[config.mk]
export PLATFORM = sky130hd
export DESIGN_NAME = aes_rcon_gen
export DESIGN_NICKNAME = d
export VERILOG_FILES = /design/src/rtl/aes_rcon_gen.sv
export SDC_FILE = /design/constraint.sdc
export NUM_CORES = 1
export LEC_CHECK = 0
export ABC_CLOCK_PERIOD_IN_PS = 3500
export BUFFER_PORTS_ARGS = -buffer_cell sky130_fd_sc_hd__buf_2
export CAP_MARGIN = 20
export CORE_ASPECT_RATIO = 0.7
export CORE_MARGIN = 5
export CORE_UTILIZATION = 53
export CTS_CLUSTER_DIAMETER = 80
export DETAILED_ROUTE_END_ITERATION = 10
export PLACE_DENSITY_LB_ADDON = 0.05
export REMOVE_ABC_BUFFERS = 1
export SYNTH_ARGS = -nofsm -noshare
export SYNTH_HDL_FRONTEND = slang
export SYNTH_SLANG_ARGS = --single-unit
export TNS_END_PERCENT = 10
[constraint.sdc]
create_clock -name clk -period 3.5 [get_ports clk]
set_input_delay 0.175 -clock clk [delete_from_list [all_inputs] [get_ports clk]]
set_output_delay 0.175 -clock clk [all_outputs]
set_load 0.01 [all_outputs]
[src/rtl/aes_rcon_gen.sv]
// ============================================================================
// Module      : aes_rcon_gen
// Description : AES key-expansion round-constant generator. Produces the
//               forward (encrypt) or reverse (decrypt) rcon sequence for
//               AES-128/192/256 by GF(2^8) arithmetic (polynomial 0x11B).
// Revision    : 1.0 - initial release
// ============================================================================
`default_nettype none

module aes_rcon_gen #(
    parameter int BYTE_POS   = 3,
    parameter bit ZERO_AFTER = 1'b1
) (
    input  logic        clk,
    input  logic        rst,
    input  logic        kld,
    input  logic [1:0]  mode,
    input  logic        dir,
    input  logic        step,
    output logic [31:0] rcon,
    output logic [3:0]  rcnt,
    output logic        valid,
    output logic        last,
    output logic        done
);

    localparam logic [1:0] S_IDLE = 2'd0;
    localparam logic [1:0] S_RUN  = 2'd1;
    localparam logic [1:0] S_DONE = 2'd2;

    // Multiply by x in GF(2^8) modulo x^8+x^4+x^3+x+1
    function automatic logic [7:0] xtime(input logic [7:0] b);
        xtime = {b[6:0], 1'b0} ^ (b[7] ? 8'h1B : 8'h00);
    endfunction

    // Divide by x in GF(2^8): undo the reduction when the low bit is set
    function automatic logic [7:0] inv_xtime(input logic [7:0] b);
        if (b[0])
            inv_xtime = ((b ^ 8'h1B) >> 1) | 8'h80;
        else
            inv_xtime = b >> 1;
    endfunction

    // Number of round constants consumed by each key size
    function automatic logic [3:0] seq_len(input logic [1:0] m);
        case (m)
            2'b01:   seq_len = 4'd8;
            2'b10:   seq_len = 4'd7;
            default: seq_len = 4'd10;
        endcase
    endfunction

    // Final forward constant of an n-long sequence: x^(n-1), computed rather
    // than looked up so the reverse start stays consistent with xtime.
    function automatic logic [7:0] final_const(input logic [3:0] n);
        logic [7:0] r;
        r = 8'h01;
        for (int i = 0; i < 9; i++) begin
            if (i < int'(n) - 1)
                r = xtime(r);
        end
        final_const = r;
    endfunction

    logic [1:0] state;
    logic [1:0] mode_q;
    logic       dir_q;
    logic [7:0] rc;
    logic [3:0] cnt;

    logic [1:0] mode_eff;
    logic [7:0] first_rc;
    logic [3:0] n_act;
    logic       is_last;
    logic [7:0] rc_out;

    // Start-of-sequence decode from the live inputs, used only on kld;
    // reserved mode 11 collapses onto AES-128.
    always_comb begin
        mode_eff = (mode == 2'b11) ? 2'b00 : mode;
        first_rc = dir ? final_const(seq_len(mode_eff)) : 8'h01;
    end

    // Position within the latched sequence
    always_comb begin
        n_act   = seq_len(mode_q);
        is_last = (state == S_RUN) && (cnt == n_act - 4'd1);
    end

    // Sequence state: kld restarts from any state and beats a same-cycle step
    always_ff @(posedge clk or posedge rst) begin
        if (rst) begin
            state  <= S_IDLE;
            mode_q <= 2'b00;
            dir_q  <= 1'b0;
            rc     <= 8'h00;
            cnt    <= 4'd0;
        end else if (kld) begin
            state  <= S_RUN;
            mode_q <= mode_eff;
            dir_q  <= dir;
            rc     <= first_rc;
            cnt    <= 4'd0;
        end else if (step && (state == S_RUN)) begin
            if (is_last) begin
                state <= S_DONE;
            end else begin
                cnt <= cnt + 4'd1;
                rc  <= dir_q ? inv_xtime(rc) : xtime(rc);
            end
        end
    end

    // Output decode; the last constant is either kept or blanked in DONE
    always_comb begin
        case (state)
            S_RUN:   rc_out = rc;
            S_DONE:  rc_out = ZERO_AFTER ? 8'h00 : rc;
            default: rc_out = 8'h00;
        endcase
        rcon  = {24'h000000, rc_out} << (8 * BYTE_POS);
        rcnt  = cnt;
        valid = (state == S_RUN);
        last  = is_last;
        done  = (state == S_DONE);
    end

endmodule

`default_nettype wire

Word-level counts from Yosys, hierarchy flattened. Index checks and enable logic that the tools add are counted.

Flip-flop bits (word level): 17. Input bits: 7. Output and inout port bits: 39. Logic and storage cells: 76.

Add/subtract/negate cells: 3. Magnitude comparators: 9. Equality and inequality tests: 9. Mux-type cells: 34. Bitwise gates (word level): 10. Reduce and logical (&&, ||, !) cells: 6.

Operator list (number): two-way mux 8 bit (15); bitwise XOR 8 x 5 -> 8 bit (9); two-way mux 5 bit (9); < comparator 4 x 5 -> 1 bit (first input constant) (4); case mux 4 bit (2 select lines) (2); two-way mux 4 bit (3); < comparator 3 x 5 -> 1 bit (first input constant) (2); two-way mux 2 bit (5); equality test 2 bit (second input constant) (4); equality test 2 x 1 -> 1 bit (second input constant) (3); < comparator 1 x 5 -> 1 bit (first input constant) (1); < comparator 2 x 5 -> 1 bit (first input constant) (1); < comparator 5 bit (first input constant) (1); subtractor 4 x 1 -> 5 bit (second input constant) (1); adder 4 x 1 -> 4 bit (second input constant) (1); equality test 4 bit (1); NOT 4 bit (1); AND reduction 2 bit (2); nonzero test 2 bit (2); subtractor 4 x 1 -> 4 bit (second input constant) (1); logical AND 1 bit (2); inequality test 2 bit (second input constant) (1).

Logic depth before layout (Yosys ltp).
Word-level depth: 32. Depth in mapped cells: 7. Gate-level depth less buffers: 6.

Worst setup path after synthesis. OpenSTA, ideal clock, no wires.

Path type: register to register. Start point: register mode_q[1]. End point: register rc[7]. Library setup time: 135 ps. Arrival: 1615 ps. Data required time: 3365 ps. Path slack: 1751 ps. Stages on the path, launching flop included: 7. Path buffers: 1. Period minus slack after synthesis: 1749 ps. Cells stage by stage: dfrtp_1 > ha_1 > and4bb_1 > o21a_1 > buf_2 > a2111oi_0 > o31ai_1.

Word-level cells in the longest chain between the ends: 7. Elaborated cells between the ends (all ways): 8. Those cells by class: 1 x add/sub; 4 x eq/ne; 1 x mux; 2 x reduce/logical.

Ends and longest elaborated chain: start: declaration (RTL line 66) `logic [1:0] mode_q;`; start signal: assignment (RTL line 100) `mode_q <= mode_eff;`; equality test 2 bit or equality test 2 x 1 -> 1 bit (tied branches) (RTL line 46) `case (m)`; case mux 4 bit (2 select lines) (*) (RTL line 46); subtractor 4 x 1 -> 4 bit (*) (RTL line 87) `is_last = (state == S_RUN) && (cnt == n_act - 4'd1);`; equality test 4 bit (*) (RTL line 87); logical AND 1 bit (*) (RTL line 87); inequality test 2 bit (no line) (*); AND reduction 2 bit (no line) (*); end signal: assignment (RTL line 102) `rc <= first_rc;`; end signal: assignment (RTL line 109) `rc <= dir_q ? inv_xtime(rc) : xtime(rc);`; end: declaration (RTL line 68) `logic [7:0] rc;`.

Every way passes the cells marked *; elsewhere a longest branch is shown, timed or not. A chain may end at the register's enable or synchronous reset.

Final worst setup path.
Start point: register mode_q[0]. End point: output last.

Word-level cells in the longest chain between the ends: 5. Elaborated cells between the ends (all ways): 6. Those cells by class: 1 x add/sub; 3 x eq/ne; 1 x mux; 1 x reduce/logical.

Ends and longest elaborated chain: equality test 2 bit or equality test 2 x 1 -> 1 bit (tied branches) (RTL line 46); case mux 4 bit (2 select lines) (*) (RTL line 46); subtractor 4 x 1 -> 4 bit (*) (RTL line 87); equality test 4 bit (*) (RTL line 87); logical AND 1 bit (*) (RTL line 87); end: declaration (RTL line 23) `output logic last,`.

Marked as above.

==> flow_summary_export.csv <==
group,metric,value,unit
power_and_ir_drop,vdd_drop_max,0.000175,V
drt,via_count,1033,
timing,worst_pin_slew,644,ps
timing,final.min_clock_period,2120,ps
setup_path,cp.arrival,1950,ps
timing,slew_violations,0,
cts,postCtsSetupBuffers,0,
setup_path,crit_slowest_cell,"o21a_1",
synthesis,yosys_register_bits,17,
cts,cts_sinks,17,
global_routing,grt_pass1_wl,4.54,mm
cts,cts.path.max_buffers,2,
setup_path,critPathKind,"register to output pin",
outcome,status,"finished clean",
cells_and_area,area_growth,4.43,%
cells_and_area,drive_gt1_share,17.5,%
drt,drc,0,
setup_path,crit_required,3320,ps
synthesis,synth_warnings,0,
timing,hold_viol,0,
synthesis,synth_cell_types,35,
global_routing,grt_pass1_vias,957,
die,die_w,69.2,um
timing,fin_tns_setup,0,ps
cells_and_area,layout_commonest_cell,"conb_1",
drt,vias_per_cell,5.32,
drt,wl,2.68,mm
setup_path,worst-path-buf-inv,2,
power_and_ir_drop,total_power,0.461,mW
die,start_util,54.1,%
die,ios,46,
global_routing,antenna_found_initial,0,
cells_and_area,utilization,56.5,%
global_routing,grtUsageTotal,15.9,%
global_routing,grt_overflow,0,
timing,setup_viol,0,
die,core_region_area,2400,sq um
setup_path,cp-start-kind,"register",
placement,place_area,1320,sq um
setup_path,ff2ff_setup_slack,1510,ps
hold_path,hold_path_class,"input pin to register",
placement,dp_hpwl,2.04,mm
cts,numCtsBuffers,3,
timing,max_slew_margin,57.0,%
drt,wl_per_cell,13.8,um
placement,io_buffer_count,21,
cells_and_area,num-fill-cells,230,
global_routing,grt_max_degree,28,
synthesis,synth-edff-count,0,
placement,place_congestion,0.782,
drt,ant_nets,0,
timing,fmax,0.471,GHz
die,rows,15,
setup_path,worstSetupEndpointType,"output pin",
die,dieHeight,51.4,um
cts,clk_pin_slew_worst_paths,90,ps
timing,period_share,60.7,%
setup_path,critPathMaxStageDelay,360,ps
drt,drt-pass1-iter-count,4,
synthesis,async_reset_ff_share,100,%
synthesis,synth_cells,144,
synthesis,avgSynthCellArea,9.03,sq um
setup_path,crit_family,"simple AND/OR/NAND/NOR gates",
cells_and_area,final_cell_mix,"24 x conb_1, 21 x buf_2, 17 x dfrtp_1, 11 x and2_1, 7 x a21oi_1",
drt,drt-initial-drc-count,36,
cells_and_area,final_area,1360,sq um
power_and_ir_drop,p_leak,0.648,nW
synthesis,synth_ff_type,"dfrtp_1",
synthesis,synth_area,1300,sq um
cells_and_area,diodes,0,
cells_and_area,design.final.nets,174,
setup_path,cp_max_fo,11,
die,fp.dieArea,3560,sq um
cts,cts-root-buf,"clkbuf_4",
synthesis,synth.yosys.seq_area_share,32.7,%
cts,cts_max_level,1,
timing,clock_skew,1.56,ps
power_and_ir_drop,p_per_area,339,nW/um^2
flow_run,cap_violations,0,
cts,cts_tree,"done",
cts,clk_latency,280,ps
timing,rsz0062_at_grt,"no",
setup_path,path_cells,"inv_1, ha_1, nor4bb_1, o21a_1, and2_1, buf_2",
-- power breakdown --
group | total (mW) | internal (mW) | leakage, nW | switching (mW)
registers | 0.239 | 0.213 | 0.214 | 0.0269
logic | 0.123 | 0.0553 | 0.419 | 0.0679
clock network | 0.0981 | 0.0442 | 0.0150 | 0.0539
-- worst register-to-register path, stage by stage, from the launching register on --
cell and delay [ps]:
dfrtp_1 400, nor2b_1 550, nand2_1 290, or4_1 520
a21oi_1 160
-- worst paths after layout --
kind | endpoint | depth (start not counted) | startpoint
setup / recovery | last | 6 | mode_q[0]
hold reg to reg | mode_q[1] | 1 | mode_q[1]
hold / removal | rc[0] | 2 | dir
setup reg to reg | rcnt[3] | 4 | state[0]
min in group asynchronous | rc[1] | 3 | rst
max in group asynchronous | mode_q[1] | 3 | rst
-- layout make-up --
class / instances / area, sq um / area share, %
sequential: 17 / 425 / 31.3
clock buffer: 4 / 26.3 / 1.94
multi-input combinational: 111 / 722 / 53.2
inverter: 5 / 18.8 / 1.38
tap: 34 / 42.5 / 3.13
timing repair buffer: 23 / 123 / 9.03
-- Yosys cell counts, types with 4 or more instances --
cell      number  area share (%)
a21oi_1        7             2.7
a211oi_1       6             3.5
nand3_1        4             1.5
o21ai_0        5             1.9
buf_4         24              14
clkbuf_1       8             2.3
inv_1          5             1.4
xnor2_1        4             2.7
a311oi_1       5             3.4
nor2_1         6             1.7
and2_1        11             5.3
dfrtp_1       17              33
ha_1           6             5.8
-- sequential cells by signal, summed over array words and instances, names as in the netlist --
| name | count |
|---|---|
| rcnt | 4 |
| dir_q | 1 |
| rc | 8 |
| state | 2 |
| mode_q | 2 |
-- cells by family (layout without fill, tap and decap cells) --
logic type | Yosys count | after routing | share of synthesized area, %
other | 1 | 24 | 0.288
flip-flops | 17 | 17 | 32.7
multiplexers | 5 | 5 | 4.04
AO/OA/AOI/OAI | 35 | 35 | 18.7
adder cells (fa/ha/maj) | 6 | 6 | 5.77
buffers and inverters | 39 | 32 | 18.4
XOR/XNOR | 7 | 7 | 4.72
AND/OR/NAND/NOR | 34 | 34 | 15.4
-- routing by layer --
layer / global-route usage (%) / routed length [um] / vias up
met1: 21.6 / 1230 / 491
met5: 0 / 0 / -
li1: - / - / 496
met2: 26.1 / 1220 / 46
met3: 4.91 / 229 / 0
met4: 0.974 / 0 / 0
-- what timing repair did --
item                                   4_1_cts  5_1_grt
hold buffers                                 1        0
endpoints found under the hold margin       17        0
gates resized for setup                      0        0
-- stage by stage --
stage	worst slack (ps)	hold slack, ps	instances
3_5_place_dp	1530	289	189
5_1_grt	1200	182	194
4_1_cts	1360	166	194
3_3_place_gp	1600	293	189
2_1_floorplan	1480	101	133
6_report	1380	163	194
Note: power is estimated with default switching activity, not from simulation.
